$ cat src/rtl/scroll_fetcher.sv
// Per-scanline horizontal scroll fetcher: reads scroll bytes from the scroll RAM and presents layer A/B offsets.
// Optional layer B fetch is enabled by defining SCROLL_FETCH_LAYERB_EN.
module scroll_fetcher (
    input  logic        i_MCLK,
    input  logic        i_RST,
    input  logic        i_LINE_TRIG,
    input  logic [7:0]  i_VLINE,
    input  logic        i_ROWMODE,
    input  logic        i_CPU_HOLD,
    output logic [10:0] o_SCRRAM_ADDR,
    output logic        o_SCRRAM_RD_n,
    input  logic [7:0]  i_SCRRAM_DOUT,
    output logic [8:0]  o_HSCROLL_A,
    output logic [8:0]  o_HSCROLL_B,
    output logic        o_VALID,
    output logic        o_BUSY
);

`ifdef SCROLL_FETCH_LAYERB_EN
    localparam logic [1:0] LAST_IDX = 2'd3;
`else
    localparam logic [1:0] LAST_IDX = 2'd1;
`endif

    typedef enum logic [1:0] {IDLE, ISSUE, DRAIN, PRESENT} state_t;

    state_t      state, state_n;
    logic [1:0]  idx, idx_n;
    logic [7:0]  line, line_n;
    logic        pend, pend_n;
    logic [7:0]  pend_line, pend_line_n;
    logic [10:0] addr_n;
    logic        rd_n_n;
    logic        valid_n, busy_n;
    logic        start;
    logic [7:0]  eff_line;

    // Read issued last cycle; its data sits in the RAM output register now.
    logic        cap_vld;
    logic [1:0]  cap_idx;
    logic        last_cap;

    logic [7:0]  sh_a_lo;
    logic        sh_a_hi;
`ifdef SCROLL_FETCH_LAYERB_EN
    logic [7:0]  sh_b_lo;
    logic        sh_b_hi;
`endif

    assign eff_line = i_ROWMODE ? {i_VLINE[7:3], 3'b000} : i_VLINE;
    assign last_cap = cap_vld && (cap_idx == LAST_IDX);

    always_comb begin
        state_n     = state;
        idx_n       = idx;
        line_n      = line;
        pend_n      = pend;
        pend_line_n = pend_line;
        addr_n      = o_SCRRAM_ADDR;
        rd_n_n      = 1'b1;
        valid_n     = 1'b0;
        start       = 1'b0;

        case (state)
            IDLE: ;
            PRESENT: begin
                valid_n = 1'b1;
                state_n = IDLE;
            end
            ISSUE: begin
                rd_n_n = 1'b0;
                addr_n = {1'b0, line, idx};
                idx_n  = idx + 2'd1;
                if (idx == LAST_IDX)
                    state_n = DRAIN;
            end
            DRAIN: begin
                if (last_cap)
                    state_n = PRESENT;
            end
            default: state_n = IDLE;
        endcase

        if ((state == IDLE || state == PRESENT) && (i_LINE_TRIG || pend) && !i_CPU_HOLD)
            start = 1'b1;

        // Starting drives idx 0 on the same edge, so ISSUE continues from idx 1.
        if (start) begin
            state_n = ISSUE;
            line_n  = pend ? pend_line : eff_line;
            rd_n_n  = 1'b0;
            addr_n  = {1'b0, line_n, 2'd0};
            idx_n   = 2'd1;
            pend_n  = pend && i_LINE_TRIG;
            if (pend && i_LINE_TRIG)
                pend_line_n = eff_line;
        end else if (i_LINE_TRIG && !pend) begin
            pend_n      = 1'b1;
            pend_line_n = eff_line;
        end

        busy_n = (state_n != IDLE) || pend_n || valid_n;
    end

    always_ff @(posedge i_MCLK or posedge i_RST) begin
        if (i_RST) begin
            state         <= IDLE;
            idx           <= '0;
            line          <= '0;
            pend          <= 1'b0;
            pend_line     <= '0;
            o_SCRRAM_ADDR <= '0;
            o_SCRRAM_RD_n <= 1'b1;
            o_VALID       <= 1'b0;
            o_BUSY        <= 1'b0;
            cap_vld       <= 1'b0;
            cap_idx       <= '0;
        end else begin
            state         <= state_n;
            idx           <= idx_n;
            line          <= line_n;
            pend          <= pend_n;
            pend_line     <= pend_line_n;
            o_SCRRAM_ADDR <= addr_n;
            o_SCRRAM_RD_n <= rd_n_n;
            o_VALID       <= valid_n;
            o_BUSY        <= busy_n;
            cap_vld       <= !o_SCRRAM_RD_n;
            cap_idx       <= o_SCRRAM_ADDR[1:0];
        end
    end

    always_ff @(posedge i_MCLK or posedge i_RST) begin
        if (i_RST) begin
            sh_a_lo     <= '0;
            sh_a_hi     <= 1'b0;
            o_HSCROLL_A <= '0;
`ifdef SCROLL_FETCH_LAYERB_EN
            sh_b_lo     <= '0;
            sh_b_hi     <= 1'b0;
            o_HSCROLL_B <= '0;
`endif
        end else begin
            if (cap_vld) begin
                case (cap_idx)
                    2'd0: sh_a_lo <= i_SCRRAM_DOUT;
                    2'd1: sh_a_hi <= i_SCRRAM_DOUT[0];
`ifdef SCROLL_FETCH_LAYERB_EN
                    2'd2: sh_b_lo <= i_SCRRAM_DOUT;
                    2'd3: sh_b_hi <= i_SCRRAM_DOUT[0];
`endif
                    default: ;
                endcase
            end
            if (state == PRESENT) begin
                o_HSCROLL_A <= {sh_a_hi, sh_a_lo};
`ifdef SCROLL_FETCH_LAYERB_EN
                o_HSCROLL_B <= {sh_b_hi, sh_b_lo};
`endif
            end
        end
    end

`ifndef SCROLL_FETCH_LAYERB_EN
    assign o_HSCROLL_B = '0;
`endif

endmodule

$ cat config.mk
export PLATFORM = sky130hd
export DESIGN_NAME = scroll_fetcher
export DESIGN_NICKNAME = d
export VERILOG_FILES = /design/src/rtl/scroll_fetcher.sv
export SDC_FILE = /design/constraint.sdc
export NUM_CORES = 1
export LEC_CHECK = 0
export ABC_AREA = 0
export CAP_MARGIN = 15
export CELL_PAD_IN_SITES_DETAIL_PLACEMENT = 1
export CELL_PAD_IN_SITES_GLOBAL_PLACEMENT = 2
export CORE_MARGIN = 2
export CORE_UTILIZATION = 30
export DETAILED_ROUTE_END_ITERATION = 8
export GPL_ROUTABILITY_DRIVEN = 0
export PLACE_DENSITY = 0.83
export SLEW_MARGIN = 20
export SYNTH_ARGS = -nofsm -noshare
export SYNTH_HDL_FRONTEND = slang
export SYNTH_SLANG_ARGS = --single-unit
export TNS_END_PERCENT = 30
$ cat constraint.sdc
create_clock -name i_MCLK -period 1.6 [get_ports i_MCLK]
set_input_delay 0.24 -clock i_MCLK [delete_from_list [all_inputs] [get_ports i_MCLK]]
set_output_delay 0.24 -clock i_MCLK [all_outputs]
set_load 0.02 [all_outputs]
==> results.ini, run 1 <==
[power]
peakVddDrop_mv = 0.5234
internal_power_mw = 4.295
switching_power_mw = 2.454
clock_power_share = 0.123
netSwitchingFraction = 0.3636
p_leak_nw = 1.525
p_per_area_mw_per_mm2 = 2070
power_mw = 6.749
comb_power_share = 0.509
p_seq_frac = 0.368

[setup_path]
worst-r2r-setup-slack_ns = -0.05
endpoint = pend_line[7]
r2r-end = pend_line[7]
criticalPathCategory = flop to flop
cp.arrival_ns = 1.85
critPathLaunch = state[0]
end_kind = flop
cp_max_fo = 8
reg2reg_from = state[0]
critical_path_required_ns = 1.80
r2r.worst_path.cells = 5
cp-start-kind = flop

[global_route]
grt_max_degree = 23
grt_pass1_wl_um = 8680
antenna_found_initial = 0
gr-usage-all-layers = 0.1282
grt_pass1_vias = 1710
gr-total-overflow = 0

[floorplan]
core.rowCount = 33
core_area_mm2 = 0.008093
pin_count = 53
start_util = 0.3036
dieWidth_um = 94.51
die_h_um = 94.51
dieArea_mm2 = 0.008931

[placed_design]
dpl_worst_slack_ns = -0.1208
dp_hpwl_um = 3942
dp_cells = 340
placed_area_mm2 = 0.003104
io_buffers = 42

[sta]
fmax_mhz = 606.3
setup_viol = 8
fin_crit_sh = 1.031
finalWorstSetupSlack_ns = -0.04947
fin_crit_ns = 1.649
grt_setup_unrepaired = yes
clock_skew_ns = 0.006488
hold_slack_ns = 0.2362
hold_viol = 0
drv_slew = 0

[logic_synthesis]
ys_seq_area_frac = 0.5606
synth_area_leaders = dfrtp_1 55%, mux2_2 12%, mux2i_1 11%
synth_top_area_share = 0.5499
synth.top_cells.by_count = 54 x dfrtp_1, 26 x mux2_2, 26 x mux2i_1
synth.most_common_cell = dfrtp_1
yosys.area.top_type = dfrtp_1
postSynthCellCount = 185
synth-main-ff-cell = dfrtp_1
synth-async-reset-ratio = 1.000
synth_cell_type_count = 30
synth_area_per_cell_um2 = 13.28
synth_area_mm2 = 0.002457
ys_warn_count = 0
synth_edf_count = 0
synth-seq-cells = 55

[clock_tree]
clock_latency_ns = 0.31
clock-sinks = 55
root_buffer = clkbuf_8
cts-hold-fix-buffers = 0
cts_tree = done
cts_buffer_depth = 2
cts_buffers = 5
h-tree-depth = 2
path_clk_slew_ns = 0.09

[layout]
layout-drive-gt1-share = 0.2664
diodes = 0
layoutNonFillerInstCount = 349
design_area_mm2 = 0.003261
area_growth_pct = 32.69
nets = 270

[routing]
drtAntennaViolNets = 0
first_pass_iters = 4
wl_um = 5341
drtIter0Drc = 25
wl_met1_um = 2332
num_vias = 1572
dr_wl_met3_um = 258
drc = 0
route.met2.wl_um = 2696
wire_per_inst_um = 15.30
routed_via_density = 4.504
top_layer_used = met4

[run_status]
status = finished with violations
violations = setup timing

[worst_hold_path]
min_path_type = input port to async pin

[flow_run]
drv_cap = 0

## cell usage in the layout, fill, tap and decap left out, types with 7 or more instances in the layout
cell             netlist  layout
mux2_4                 0       8
conb_1                 1      10
mux2_2                26      18
clkdlybuf4s50_1        0      38
dfrtp_1               54      54
nor2_1                 8       7
a21oi_1               17      17
clkbuf_8               0       7
buf_4                 12      12
mux2i_1               26      26
## through the flow
step	TNS (ns)	util
2_1_floorplan	-0.06851	-
3_3_place_gp	-0.6857	0.3836
3_5_place_dp	-1.026	0.3836
4_1_cts	-0.4140	0.3961
5_1_grt	-0.7890	0.4029
6_report	-0.3481	0.4029
## final cells by class
| cell class | instances | area (um2) |
|---|---|---|
| multi-input cells | 116 | 1021 |
| inverters | 6 | 22.52 |
| flip-flops and latches | 55 | 1378 |
| fillers | 890 | 4832 |
| well taps | 105 | 131.4 |
| clock buffers | 8 | 100.1 |
| repair buffers | 59 | 608.1 |
## repair_timing
| item | in CTS | in global routing |
|---|---|---|
| buffers inserted | 0 | 1 |
| gates resized for setup | 2 | 14 |
| setup endpoints to repair | 10 | 23 |
## sequential cells by signal, summed over array words and instances (netlist names)
name	flops
line	8
idx	2
o_VALID	1
o_BUSY	1
state	2
pend_line	8
o_SCRRAM_RD_n	1
o_HSCROLL_A	9
pend	1
sh_a_hi	1
cap_idx	2
o_SCRRAM_ADDR	10
cap_vld	1
sh_a_lo	8
## power groups by stage
stage | logic [mW] | registers [mW] | clock network [mW]
4_1_cts | 3.37 | 2.49 | 0.862
3_3_place_gp | 3.23 | 2.47 | 0
6_report | 3.44 | 2.48 | 0.829
5_1_grt | 3.72 | 2.59 | 0.927
3_5_place_dp | 3.37 | 2.52 | 0
2_1_floorplan | 1.81 | 2.75 | 0
## worst max-delay path, stage by stage (launching register included)
cell and delay [ns]:
dfrtp_1 0.41, inv_2 0.09, ha_4 0.21, or3_4 0.35, nand3_4 0.16, mux2_4 0.32
## how the worst min path moves through the flow
stage,cells past startpoint,endpoint,slack [ns],start
global route,2,idx[0],0.26,i_RST
detailed placement,0,cap_idx[1],0.40,o_SCRRAM_ADDR[1]
CTS,2,idx[0],0.24,i_RST
global placement,0,cap_idx[1],0.39,o_SCRRAM_ADDR[1]
finish,2,idx[0],0.24,i_RST
floorplan,2,pend,0.38,i_LINE_TRIG
## layer usage
metal	global-route usage	vias up
li1	-	735
met1	0.1593	794
met2	0.2208	38
met3	0.03512	5
met4	0.03261	0
met5	0	-
## cells by family after synthesis
logic type | synth area share
AOI/OAI and AO/OA | 0.05907
adders and majority gates | 0.03055
other | 0.001526
and+or+nand+nor | 0.06110
xor gates and xnor gates | 0.003565
buffers and inverters | 0.05855
DFF | 0.5606
muxes | 0.2251
No activity file was read; power rests on OpenSTA's default activity.
==> run 2, diff against run 1 <==
--- a/config.mk
+++ b/config.mk
@@ -10,12 +10,12 @@
 export CELL_PAD_IN_SITES_DETAIL_PLACEMENT = 1
 export CELL_PAD_IN_SITES_GLOBAL_PLACEMENT = 2
 export CORE_MARGIN = 2
-export CORE_UTILIZATION = 30
+export CORE_UTILIZATION = 34
 export DETAILED_ROUTE_END_ITERATION = 8
 export GPL_ROUTABILITY_DRIVEN = 0
-export PLACE_DENSITY = 0.83
+export PLACE_DENSITY = 0.88
 export SLEW_MARGIN = 20
 export SYNTH_ARGS = -nofsm -noshare
 export SYNTH_HDL_FRONTEND = slang
 export SYNTH_SLANG_ARGS = --single-unit
-export TNS_END_PERCENT = 30
+export TNS_END_PERCENT = 100
==> constraint.sdc (replaced) <==
create_clock -name i_MCLK -period 1.85 [get_ports i_MCLK]
set_input_delay 0.2775 -clock i_MCLK [delete_from_list [all_inputs] [get_ports i_MCLK]]
set_output_delay 0.2775 -clock i_MCLK [all_outputs]
set_load 0.02 [all_outputs]
==> results.ini, run 2 (synthesized netlist as in run 1, its figures left out) <==
[run_status]
status = finished clean

[layout]
largest_reg_flops = 10  ; unchanged
final_cell_mix = 54 x dfrtp_1, 42 x clkdlybuf4s50_1, 26 x mux2_2, 26 x mux2i_1, 17 x a21oi_1
layout-drive-gt1-share = 0.2395  ; -0.02690
design_area_mm2 = 0.003128  ; -4.1%
fill_cells = 758  ; -15%
register_area_mm2 = 0.001378  ; unchanged
multi_input_comb_area_um2 = 974.7  ; -4.5%
final_common_cell = dfrtp_1
area_growth_pct = 27.29
diodes = 0  ; unchanged
nets = 264  ; -2.2%
regMostFlops = o_SCRRAM_ADDR
top_regs = o_SCRRAM_ADDR: 10 flops, o_HSCROLL_A: 9 flops

[power]
p_seq_frac = 0.374  ; +0.006
p_leak_nw = 1.419  ; -7.0%
internal_power_mw = 3.631  ; -15%
comb_power_share = 0.483  ; -0.026
peakVddDrop_mv = 0.6454  ; +23%
p_per_area_mw_per_mm2 = 1808  ; -13%
clock_power_share = 0.143  ; +0.020
netSwitchingFraction = 0.3579  ; -0.005709
switching_power_mw = 2.024  ; -18%

[routing]
wl_um = 5068  ; -5.1%
routed_via_density = 4.611  ; +2.4%
drtIter0Drc = 53  ; +110%
num_vias = 1540  ; -2.0%
drtAntennaViolNets = 0  ; unchanged
drc = 0  ; unchanged
wire_per_inst_um = 15.17  ; -0.85%
first_pass_iters = 3  ; -1

[clock_tree]
clock_latency_ns = 0.30  ; about the same
cts_buffer_depth = 2  ; unchanged
root_buffer = clkbuf_8
cts_resized = 0  ; -2
clock-sinks = 55  ; unchanged
postCtsSetupBuffers = 0  ; unchanged
cts_tree = done
path_clk_slew_ns = 0.09  ; about the same
h-tree-depth = 2  ; unchanged
cts_buffers = 5  ; unchanged
cts-hold-fix-buffers = 0  ; unchanged

[setup_path]
end_kind = flop
cp_max_fo = 8  ; unchanged
crit_slowest_cell = dfrtp_1
cp-start-kind = flop
r2r-end = pend_line[3]
cp.arrival_ns = 1.92  ; +0.07 ns
r2r.worst_path.cells = 5  ; unchanged
crit_family = simple AND/OR/NAND/NOR gates
crit_path_cell_trace = inv_1, ha_2, or3_4, nand3_4, mux2_2
critical_path_required_ns = 2.04  ; +0.24 ns
slowest_delay_ns = 0.39  ; -0.02 ns
worst-path-buf-inv = 1  ; unchanged
reg2reg_from = state[1]
worst-r2r-setup-slack_ns = 0.12  ; +0.17 ns
criticalPathCategory = flop to flop

[sta]
drv_slew = 0  ; unchanged
fin_crit_ns = 1.730  ; +0.08073 ns
hold_viol = 0  ; unchanged
max_slew_margin = 0.6350
clock_skew_ns = 0.006781  ; +0.0002931 ns
hold_slack_ns = 0.3426  ; +0.1064 ns
tns_ns = 0  ; +0.3481 ns
grt_setup_unrepaired = no
worst_pin_slew_ns = 0.5474
setup_viol = 0  ; -8
fin_crit_sh = 0.9352  ; -0.09568
fmax_mhz = 578.0  ; -4.7%

[global_route]
antenna_found_initial = 0  ; unchanged
grt_pass1_wl_um = 8666  ; -0.16%
grt_pass1_vias = 1765  ; +3.2%
grt_max_degree = 56  ; +140%
gr-total-overflow = 0  ; unchanged
gr-usage-all-layers = 0.1414  ; +0.01329

[floorplan]
die_h_um = 89.02  ; -5.8%
core_area_mm2 = 0.006907  ; -15%
dieArea_mm2 = 0.007924  ; -11%
pin_count = 53  ; unchanged
dieWidth_um = 89.02  ; -5.8%
core.rowCount = 30  ; -9.1%
start_util = 0.3558  ; +0.05215

[placed_design]
placed_area_mm2 = 0.003005  ; -3.2%
dp_hpwl_um = 3741  ; -5.1%
io_buffers = 42  ; unchanged

[worst_hold_path]
min_path_type = input port to async pin

[flow_run]
drv_cap = 0  ; unchanged

run 2: cell count changes in the layout (fill, tap and decap cells not counted), moves of 2 or more:
cell	before	now
buf_12	4	1
buf_4	12	10
clkdlybuf4s50_1	38	42
dlymetal6s2s_1	3	0
mux2_2	18	26
mux2_4	8	0
run 2: worst max path at each step:
| stage | to | from | cells past startpoint | slack, ns |
|---|---|---|---|---|
| 2_1_floorplan | pend_line[0] | state[1] | 5 | 0.13 |
| 3_3_place_gp | pend_line[7] | i_CPU_HOLD | 4 | 0.08 |
| 3_5_place_dp | pend_line[3] | i_CPU_HOLD | 4 | 0.04 |
| 4_1_cts | pend_line[3] | state[0] | 5 | 0.07 |
| 5_1_grt | pend_line[3] | state[0] | 5 | 0.05 |
| 6_report | pend_line[3] | state[1] | 5 | 0.12 |
run 2: per-layer routing:
| layer | vias up | track usage | share of wire |
|---|---|---|---|
| met5 | - | 0 | 0 |
| met4 | 0 | 0.03256 | 0.0067 |
| met3 | 4 | 0.02955 | 0.045 |
| met2 | 41 | 0.2605 | 0.51 |
| met1 | 773 | 0.1694 | 0.43 |
| li1 | 722 | - | - |
run 2: layout make-up:
type                       instances  area share
timing repair buffer              53      0.1648
clock buffer                       6     0.02640
tap                               96     0.03840
sequential                        55      0.4404
multi-input combinational        116      0.3116
inverter                           6    0.007200
clock inverter                     2     0.01120
run 2: through the flow:
stage / power [mW] / util / instances / worst slack, ns
2_1_floorplan: 3.906 / - / 194 / 0.1347
3_5_place_dp: 4.924 / 0.4351 / 326 / 0.03796
5_1_grt: 6.119 / 0.4529 / 334 / 0.04544
3_3_place_gp: 4.789 / 0.4351 / 326 / 0.08133
6_report: 5.655 / 0.4529 / 334 / 0.1198
4_1_cts: 5.757 / 0.4522 / 334 / 0.06692
run 2: power by group through the flow:
| stage | logic, mW | clock network, mW | registers [mW] |
|---|---|---|---|
| after detailed placement | 2.77 | 0 | 2.16 |
| after floorplan | 1.53 | 0 | 2.37 |
| after global placement | 2.67 | 0 | 2.12 |
| after CTS | 2.78 | 0.847 | 2.13 |
| final | 2.73 | 0.807 | 2.12 |
| after global routing | 3.03 | 0.888 | 2.21 |
run 2: worst reg2reg max path: stages, from the launching register on:
cell     delay [ns]
dfrtp_1        0.39
inv_1          0.09
ha_2           0.30
or3_4          0.36
nand3_4        0.13
mux2_2         0.35
